===== config.mk =====
export PLATFORM = sky130hd
export DESIGN_NAME = tick_gen_multi
export DESIGN_NICKNAME = d
export VERILOG_FILES = /design/src/rtl/tick_gen_multi.sv
export SDC_FILE = /design/constraint.sdc
export NUM_CORES = 1
export LEC_CHECK = 0
export ABC_AREA = 1
export CAP_MARGIN = 20
export CORE_MARGIN = 2
export CORE_UTILIZATION = 65
export DETAILED_ROUTE_END_ITERATION = 16
export PLACE_DENSITY_LB_ADDON = 0.2
export RECOVER_POWER = 100
export SKIP_CTS_REPAIR_TIMING = 1
export SLEW_MARGIN = 30
export SYNTH_ARGS = -nofsm -noshare
export SYNTH_HDL_FRONTEND = slang
export SYNTH_SLANG_ARGS = --single-unit

===== constraint.sdc =====
create_clock -name clk -period 3.7 [get_ports clk]
set_clock_uncertainty 0.2 [all_clocks]
set_input_delay 0.74 -clock clk [delete_from_list [all_inputs] [get_ports clk]]
set_output_delay 0.74 -clock clk [all_outputs]
set_load 0.1 [all_outputs]

===== src/rtl/tick_gen_multi.sv =====
// Multi-channel programmable tick / clock-enable generator.
// Each channel divides clk by a runtime divisor, emitting a pulse or a 50% square wave.
module tick_gen_multi #(
  parameter int N_CH        = 4,
  parameter int CNT_W       = 16,
  parameter int DEFAULT_DIV = 50000
) (
  input  logic              clk,
  input  logic              rst,
  input  logic [N_CH-1:0]   en,
  input  logic              sync,
  input  logic              cfg_wr,
  input  logic [3:0]        cfg_ch,
  input  logic [CNT_W-1:0]  cfg_div,
  input  logic              cfg_mode,
  output logic [N_CH-1:0]   tick,
  output logic [N_CH-1:0]   pend
);

  localparam logic [CNT_W-1:0] DEF_DIV = CNT_W'(DEFAULT_DIV);

  genvar gi;
  generate
    for (gi = 0; gi < N_CH; gi++) begin : g_ch
      logic [CNT_W-1:0] r_cnt;
      logic [CNT_W-1:0] r_div;
      logic [CNT_W-1:0] r_sh_div;
      logic             r_mode;
      logic             r_sh_mode;
      logic             r_pend;
      logic             r_tick;
      logic             r_run;

      logic             w_sel;
      logic             w_stopped;
      logic             w_wrap;
      logic [CNT_W-1:0] w_div_m1;
      logic [CNT_W-1:0] w_next_div;
      logic             w_next_mode;

      assign w_sel       = cfg_wr && (cfg_ch == 4'(gi));
      assign w_stopped   = (r_div == '0);
      assign w_div_m1    = r_div - CNT_W'(1);
      // r_run delays counting by one edge so the first wrap lands D edges after enable
      assign w_wrap      = en[gi] && r_run && !w_stopped && (r_cnt == w_div_m1);
      assign w_next_div  = r_pend ? r_sh_div  : r_div;
      assign w_next_mode = r_pend ? r_sh_mode : r_mode;

      always_ff @(posedge clk) begin
        if (rst) begin
          r_cnt     <= '0;
          r_div     <= DEF_DIV;
          r_sh_div  <= DEF_DIV;
          r_mode    <= 1'b0;
          r_sh_mode <= 1'b0;
          r_pend    <= 1'b0;
          r_tick    <= 1'b0;
          r_run     <= 1'b0;
        end else if (!en[gi]) begin
          r_cnt  <= '0;
          r_tick <= 1'b0;
          r_run  <= 1'b0;
          r_pend <= 1'b0;
          if (w_sel) begin
            r_div     <= cfg_div;
            r_mode    <= cfg_mode;
            r_sh_div  <= cfg_div;
            r_sh_mode <= cfg_mode;
          end else begin
            r_div  <= w_next_div;
            r_mode <= w_next_mode;
          end
        end else if (sync) begin
          r_cnt  <= '0;
          r_tick <= 1'b0;
          r_run  <= 1'b1;
          r_pend <= 1'b0;
          if (w_sel) begin
            r_div     <= cfg_div;
            r_mode    <= cfg_mode;
            r_sh_div  <= cfg_div;
            r_sh_mode <= cfg_mode;
          end else begin
            r_div  <= w_next_div;
            r_mode <= w_next_mode;
          end
        end else if (w_wrap) begin
          r_cnt  <= '0;
          r_div  <= w_next_div;
          r_mode <= w_next_mode;
          // a mode switch restarts the output at phase 0 instead of emitting an edge
          if (w_next_mode != r_mode) begin
            r_tick <= 1'b0;
          end else if (r_mode) begin
            r_tick <= ~r_tick;
          end else begin
            r_tick <= 1'b1;
          end
          if (w_sel) begin
            r_sh_div  <= cfg_div;
            r_sh_mode <= cfg_mode;
            r_pend    <= 1'b1;
          end else begin
            r_pend <= 1'b0;
          end
        end else begin
          r_run <= 1'b1;
          if (r_run && !w_stopped) begin
            r_cnt <= r_cnt + CNT_W'(1);
          end
          r_tick <= (r_mode && !w_stopped) ? r_tick : 1'b0;
          if (w_sel) begin
            r_sh_div  <= cfg_div;
            r_sh_mode <= cfg_mode;
            r_pend    <= 1'b1;
          end
        end
      end

      assign tick[gi] = r_tick;
      assign pend[gi] = r_pend;
    end
  endgenerate

endmodule


==> metrics.cfg, run 1 <==
[drt]
wirelength_um=36900
dr.first_iter.drc_count=1246
viasPerCell=5.67
remaining_drc_errors=0
wl_per_cell_um=15.0
detail-route-antenna-nets=0
dr.pass1.iters=6
vias=13900

[clock_tree]
htreeDepth=1
cts_root_buf=clkbuf_16
clk_latency_ps=530
cts_tree=built
clk_pin_slew_ps=60
cts_made_buffers=24
clk_path_buf_depth=3
clock-sinks=212

[synthesis]
syn-num-nets=2208
synth_most_common_cell=nand2_1
synth-simple-area-share_pct=39.9
syn_inst=2171
yosys_warnings=0
synth_edf_count=0
yosysSeqAreaShare_pct=31.6
synth_mux_area_share_pct=1.49
async_flop_share_pct=0
ys_ff_latch=212
synth_compound_area_share_pct=12.1
synthTopCellsByCount=nand2_1 (714), nor2_1 (220), dfxtp_1 (212)
ys.flop_type=dfxtp_1
synth-adder-area-share_pct=0.744
yosysTopAreaCell=dfxtp_1
synthTopCellsByArea=dfxtp_1 (32%), nand2_1 (20%), nand3_1 (7.0%), nor2_1 (6.1%), inv_1 (5.1%)
syn_area_um2=13500
synth_top_family_by_area=simple AND/OR/NAND/NOR gates
syn_avg_cell_area_um2=6.20
synth_cell_types=45
synth_xor_area_share_pct=5.01
yosysTopAreaCellShare_pct=31.6

[die]
fp-row-count=52
ios=37
start_util_pct=66.3
fp.dieH_um=148
fp.dieW_um=148
dieArea_um2=21900
fp.coreArea_um2=20300

[sta]
hold_violations=0
grt_setup_unrepaired=false
period_needed_ps=3220
worst_pin_slew_ps=1170
tns_ps=0
final.period_utilization_pct=86.9
fin_ws_ps=484
report.final.slew_viol_count=0
maxSlewHeadroom_pct=22.3
setup_viol=0
max_freq_mhz=311
hold_ws_ps=249

[finish]
area_delta_synth_final_pct=8.35
diodes=0
num-nets-final=2205
stdcell_area_um2=14600
final_cells=2454
utilization_pct=71.8
drive_gt1_share_pct=5.82

[global_routing]
antenna_found_initial=0
track_usage_pct=33.4
grt_pass1_wl_um=61100
overflow=0
grt_max_degree=77
grt_pass1_vias=12900

[worst_setup_path]
crit_fanout=25
worst_ep_required_time_ps=3870
path_class=input pin to flip-flop
cp.arrival_ps=3390
crit_path_start_kind=input pin
end_kind=flip-flop

[pwr]
p_leak_nw=6.21
ir_worst_vdd_mv=0.383
p_per_area_nw_per_um2=374
power_mw=5.46

[placed_design]
finalWeightedCongestion=0.992
place_inst=2412
hpwl_um=26000
io_buffers=36
place_area_um2=13900
pre_cts_slack_ps=621

[flow_run]
maxCapViolCount=0

[hold_path]
min_path_type=flip-flop to flip-flop

[outcome]
status=completed

==> worst max-delay path, cell delays in order <==
cell and delay [ps]:
clkdlybuf4s50_1 490, clkbuf_1 430, inv_1 410, nor2_1 220, clkbuf_2 500, nand2_2 360
nand2_1 160, a21oi_1 70
==> worst paths after layout <==
kind                             from             endpoint  slack (ps)  depth (start not counted)
setup / recovery                en[2]    g_ch[2].r_div[13]         480                          8
hold / removal    g_ch[0].r_sh_div[8]  g_ch[0].r_sh_div[8]         250                          2
setup reg to reg     g_ch[0].r_div[0]    g_ch[0].r_div[12]         530                         13
hold reg to reg   g_ch[0].r_sh_div[8]  g_ch[0].r_sh_div[8]         250                          2
==> routing by layer <==
metal | wire length, um | vias to the layer above | part of all wire (%) | GRT usage [%]
met5 | 0 | - | 0 | 0
met4 | 1440 | 0 | 3.9 | 12.9
met3 | 2670 | 99 | 7.2 | 4.29
met2 | 16800 | 510 | 46 | 55.5
met1 | 15900 | 6362 | 43 | 44.4
li1 | - | 6952 | - | -
==> placed cells by master (no fill, tap or decap), drive strengths merged, types with 20 or more instances in the layout <==
| master | n |
|---|---|
| nand2 | 727 |
| xnor2 | 25 |
| a21oi | 136 |
| nand3 | 198 |
| inv | 196 |
| nor2 | 252 |
| clkbuf | 49 |
| dfxtp | 212 |
| buf | 24 |
| clkdlybuf4s50 | 25 |
| xor2 | 52 |
| mux2i | 20 |
| o21ai | 139 |
| nor3 | 32 |
==> kinds of logic after synthesis <==
logic type,count (synthesis)
and+or+nand+nor,1255
AOI/OAI and AO/OA,306
buffers and inverters,293
DFF,212
xor gates and xnor gates,77
muxes,20
adders and majority gates,8
==> registers in the layout (all words and copies together), names as in the netlist <==
signal,cells
g_ch.r_sh_div,64
g_ch.r_tick,4
g_ch.r_pend,4
g_ch.r_div,64
g_ch.r_sh_mode,4
g_ch.r_run,4
g_ch.r_cnt,64
g_ch.r_mode,4
==> report_power, final <==
part / switching (mW) / internal (mW) / leakage (nW)
clock: 0.960 / 1.55 / 0.414
combinational: 0.374 / 0.182 / 4.08
sequential: 0.0557 / 2.33 / 1.72
==> cell type report <==
| class | count | area (um2) |
|---|---|---|
| repair buffers | 66 | 510 |
| well taps | 270 | 338 |
| multi-input cells | 1666 | 7900 |
| inverters | 198 | 746 |
| clock buffers | 35 | 723 |
| fillers | 1840 | 5720 |
| clock inverters | 7 | 110 |
| flip-flops and latches | 212 | 4240 |
Power figures use the tool's default switching activity.
==> inputs of run 2 (changes only) <==
Settings changed: REMOVE_ABC_BUFFERS from default to 1.
==> run 2 against run 1 <==
Net effect: the flow now finishes with violations (max-capacitance violations, max-slew violations); via count decreased by 1.9%; total power fell by 3.4%; hold slack gained 2.4 ps; global-route usage is 0.36 points lower; register-to-register slack improved by 90 ps; flip-flop and latch count unchanged; clock-buffer cell count is the same; non-clock buffer count is 1 lower; critical path depth is 7 lower; critical path type is now flip-flop to primary output; highest routed layer unchanged.
==> metrics.cfg, run 2 (synthesized netlist as in run 1, its figures left out) <==
[clock_tree]
clk_pin_slew_ps=60  ; about the same
htreeDepth=1  ; unchanged
clk_path_buf_depth=3  ; unchanged
clock-sinks=212  ; unchanged
clk_latency_ps=520  ; was 530 ps
cts_tree=built  ; unchanged
cts_root_buf=clkbuf_16  ; unchanged
cts_made_buffers=24  ; unchanged

[worst_setup_path]
end_kind=primary output  ; was flip-flop
cpPeakStageDelay_ps=920  ; was 500 ps
crit_buf_inv=1  ; was 4
cp_cell_sequence=clkbuf_1  ; was clkdlybuf4s50_1 -> clkbuf_1 -> inv_1 -> nor2_1 -> clkbuf_2 -> nand2_2 -> nand2_1 -> a21oi_1
worst_ep_required_time_ps=2760  ; was 3870 ps
cp.arrival_ps=2310  ; was 3390 ps
critPathTopFamily=buffers and inverters  ; unchanged
crit_path_start_kind=flip-flop  ; was input pin
critPathSlowestCell=clkbuf_1  ; was clkbuf_2
path_class=flip-flop to primary output  ; was input pin to flip-flop
crit_fanout=19  ; was 25

[pwr]
power_mw=5.27  ; was 5.46 mW
p_per_area_nw_per_um2=364  ; was 374 nW/um2
p_switching_mw=1.41  ; was 1.39 mW
sequentialPowerShare_pct=45.3  ; was 43.7%
p_clk_share_pct=44.1  ; was 46.1%
ir_worst_vdd_mv=0.367  ; was 0.383 mV
p_leak_nw=6.18  ; was 6.21 nW
p_sw_share_pct=26.7  ; was 25.5%
intPower_mw=3.86  ; was 4.06 mW
combPwrFrac_pct=10.6  ; was 10.2%

[hold_path]
min_path_type=flip-flop to flip-flop  ; unchanged

[placed_design]
hpwl_um=25700  ; was 26000 um
finalWeightedCongestion=0.957  ; was 0.992
io_buffers=36  ; unchanged
pre_cts_slack_ps=522  ; was 621 ps
place_area_um2=13900  ; about the same

[drt]
wl_per_cell_um=14.8  ; was 15.0 um
dr.first_iter.drc_count=1200  ; was 1246
vias=13700  ; was 13900
dr.pass1.iters=6  ; unchanged
viasPerCell=5.57  ; was 5.67
remaining_drc_errors=0  ; unchanged
detail-route-antenna-nets=0  ; unchanged
wirelength_um=36400  ; was 36900 um

[finish]
num-nets-final=2204  ; was 2205
area_delta_synth_final_pct=7.75  ; was 8.35%
layout_common_cells=nand2_1 (718), nor2_1 (227), dfxtp_1 (212), nand3_1 (191), inv_1 (183)  ; was nand2_1 (715), nor2_1 (227), dfxtp_1 (212), nand3_1 (191), inv_1 (185)
layout_commonest_cell=nand2_1  ; unchanged
stdcell_area_um2=14500  ; was 14600 um2
largestRegisters=g_ch.r_cnt (64), g_ch.r_div (64), g_ch.r_sh_div (64)  ; unchanged
fillerInstances=1812  ; was 1840
diodes=0  ; unchanged
drive_gt1_share_pct=5.77  ; was 5.82%

[sta]
max_freq_mhz=308  ; was 311 MHz
maxSlewHeadroom_pct=-17.3  ; was 22.3%
worst_pin_slew_ps=1760  ; was 1170 ps
report.final.slew_viol_count=77  ; was 0
hold_violations=0  ; unchanged
final.period_utilization_pct=87.8  ; was 86.9%
grt_setup_unrepaired=false  ; unchanged
setup_viol=0  ; unchanged
period_needed_ps=3250  ; was 3220 ps
fin_ws_ps=451  ; was 484 ps
tns_ps=0  ; unchanged

[die]
dieArea_um2=21900  ; unchanged
fp-row-count=52  ; unchanged
start_util_pct=66.3  ; unchanged
fp.dieH_um=148  ; unchanged
ios=37  ; unchanged
fp.dieW_um=148  ; unchanged
fp.coreArea_um2=20300  ; unchanged

[global_routing]
grt_pass1_vias=12500  ; was 12900
track_usage_pct=33.0  ; was 33.4%
overflow=0  ; unchanged
antenna_found_initial=0  ; unchanged
grt_pass1_wl_um=60100  ; was 61100 um
grt_max_degree=77  ; unchanged

[outcome]
status=finished, violations left  ; was completed
violations=max-capacitance violations, max-slew violations

[flow_run]
maxCapViolCount=1  ; was 0

## run 2: changes by cell type in the layout (fill, tap and decap cells not counted), sizes merged
cell	previous run	this run
buf	24	25
bufinv	3	0
clkbuf	49	47
clkdlybuf4s50	25	24
clkinv	6	10
dlygate4sd3	3	4
## run 2: layer usage
metal,part of all wire [%],wire length [um],vias to the layer above,track usage (%)
li1,-,-,6949,-
met1,43,15700,6164,44.0
met2,46,16700,462,54.5
met3,7.4,2680,89,4.94
met4,3.5,1260,0,12.1
met5,0,0,-,0
## run 2: path summary, 6_finish.rpt
| kind | start | end | slack (ps) | depth (start not counted) |
|---|---|---|---|---|
| worst min register to register | g_ch[3].r_sh_div[6] | g_ch[3].r_sh_div[6] | 250 | 2 |
| worst min-delay path | g_ch[3].r_sh_div[6] | g_ch[3].r_sh_div[6] | 250 | 2 |
| worst max register to register | g_ch[3].r_div[0] | g_ch[3].r_cnt[7] | 620 | 15 |
| worst max-delay path | g_ch[0].r_pend | pend[0] | 450 | 1 |
## run 2: final cells by class
type / instances / area [um2] / share of cell area, %
clock buffer: 35 / 723 / 4.99
tap: 270 / 338 / 2.33
sequential: 212 / 4240 / 29.3
clock inverter: 8 / 40.0 / 0.276
timing repair buffer: 65 / 524 / 3.62
multi-input combinational: 1666 / 7880 / 54.4
inverter: 198 / 746 / 5.15
## run 2: metrics by stage
stage	cells	hold WS [ps]	utilization, %
CTS	2454	256	72.1
floorplan	2076	224	-
global placement	2411	233	68.3
finish	2454	252	71.4
global route	2454	278	71.4
detailed placement	2411	242	68.3
## run 2: power by group through the flow
stage / Combinational [mW] / Clock, mW / Sequential (mW)
after floorplan: 0.354 / 0 / 2.42
after global placement: 0.541 / 0 / 2.43
after detailed placement: 0.552 / 0 / 2.43
after CTS: 0.557 / 2.33 / 2.38
after global routing: 0.625 / 2.44 / 2.39
final: 0.558 / 2.33 / 2.39
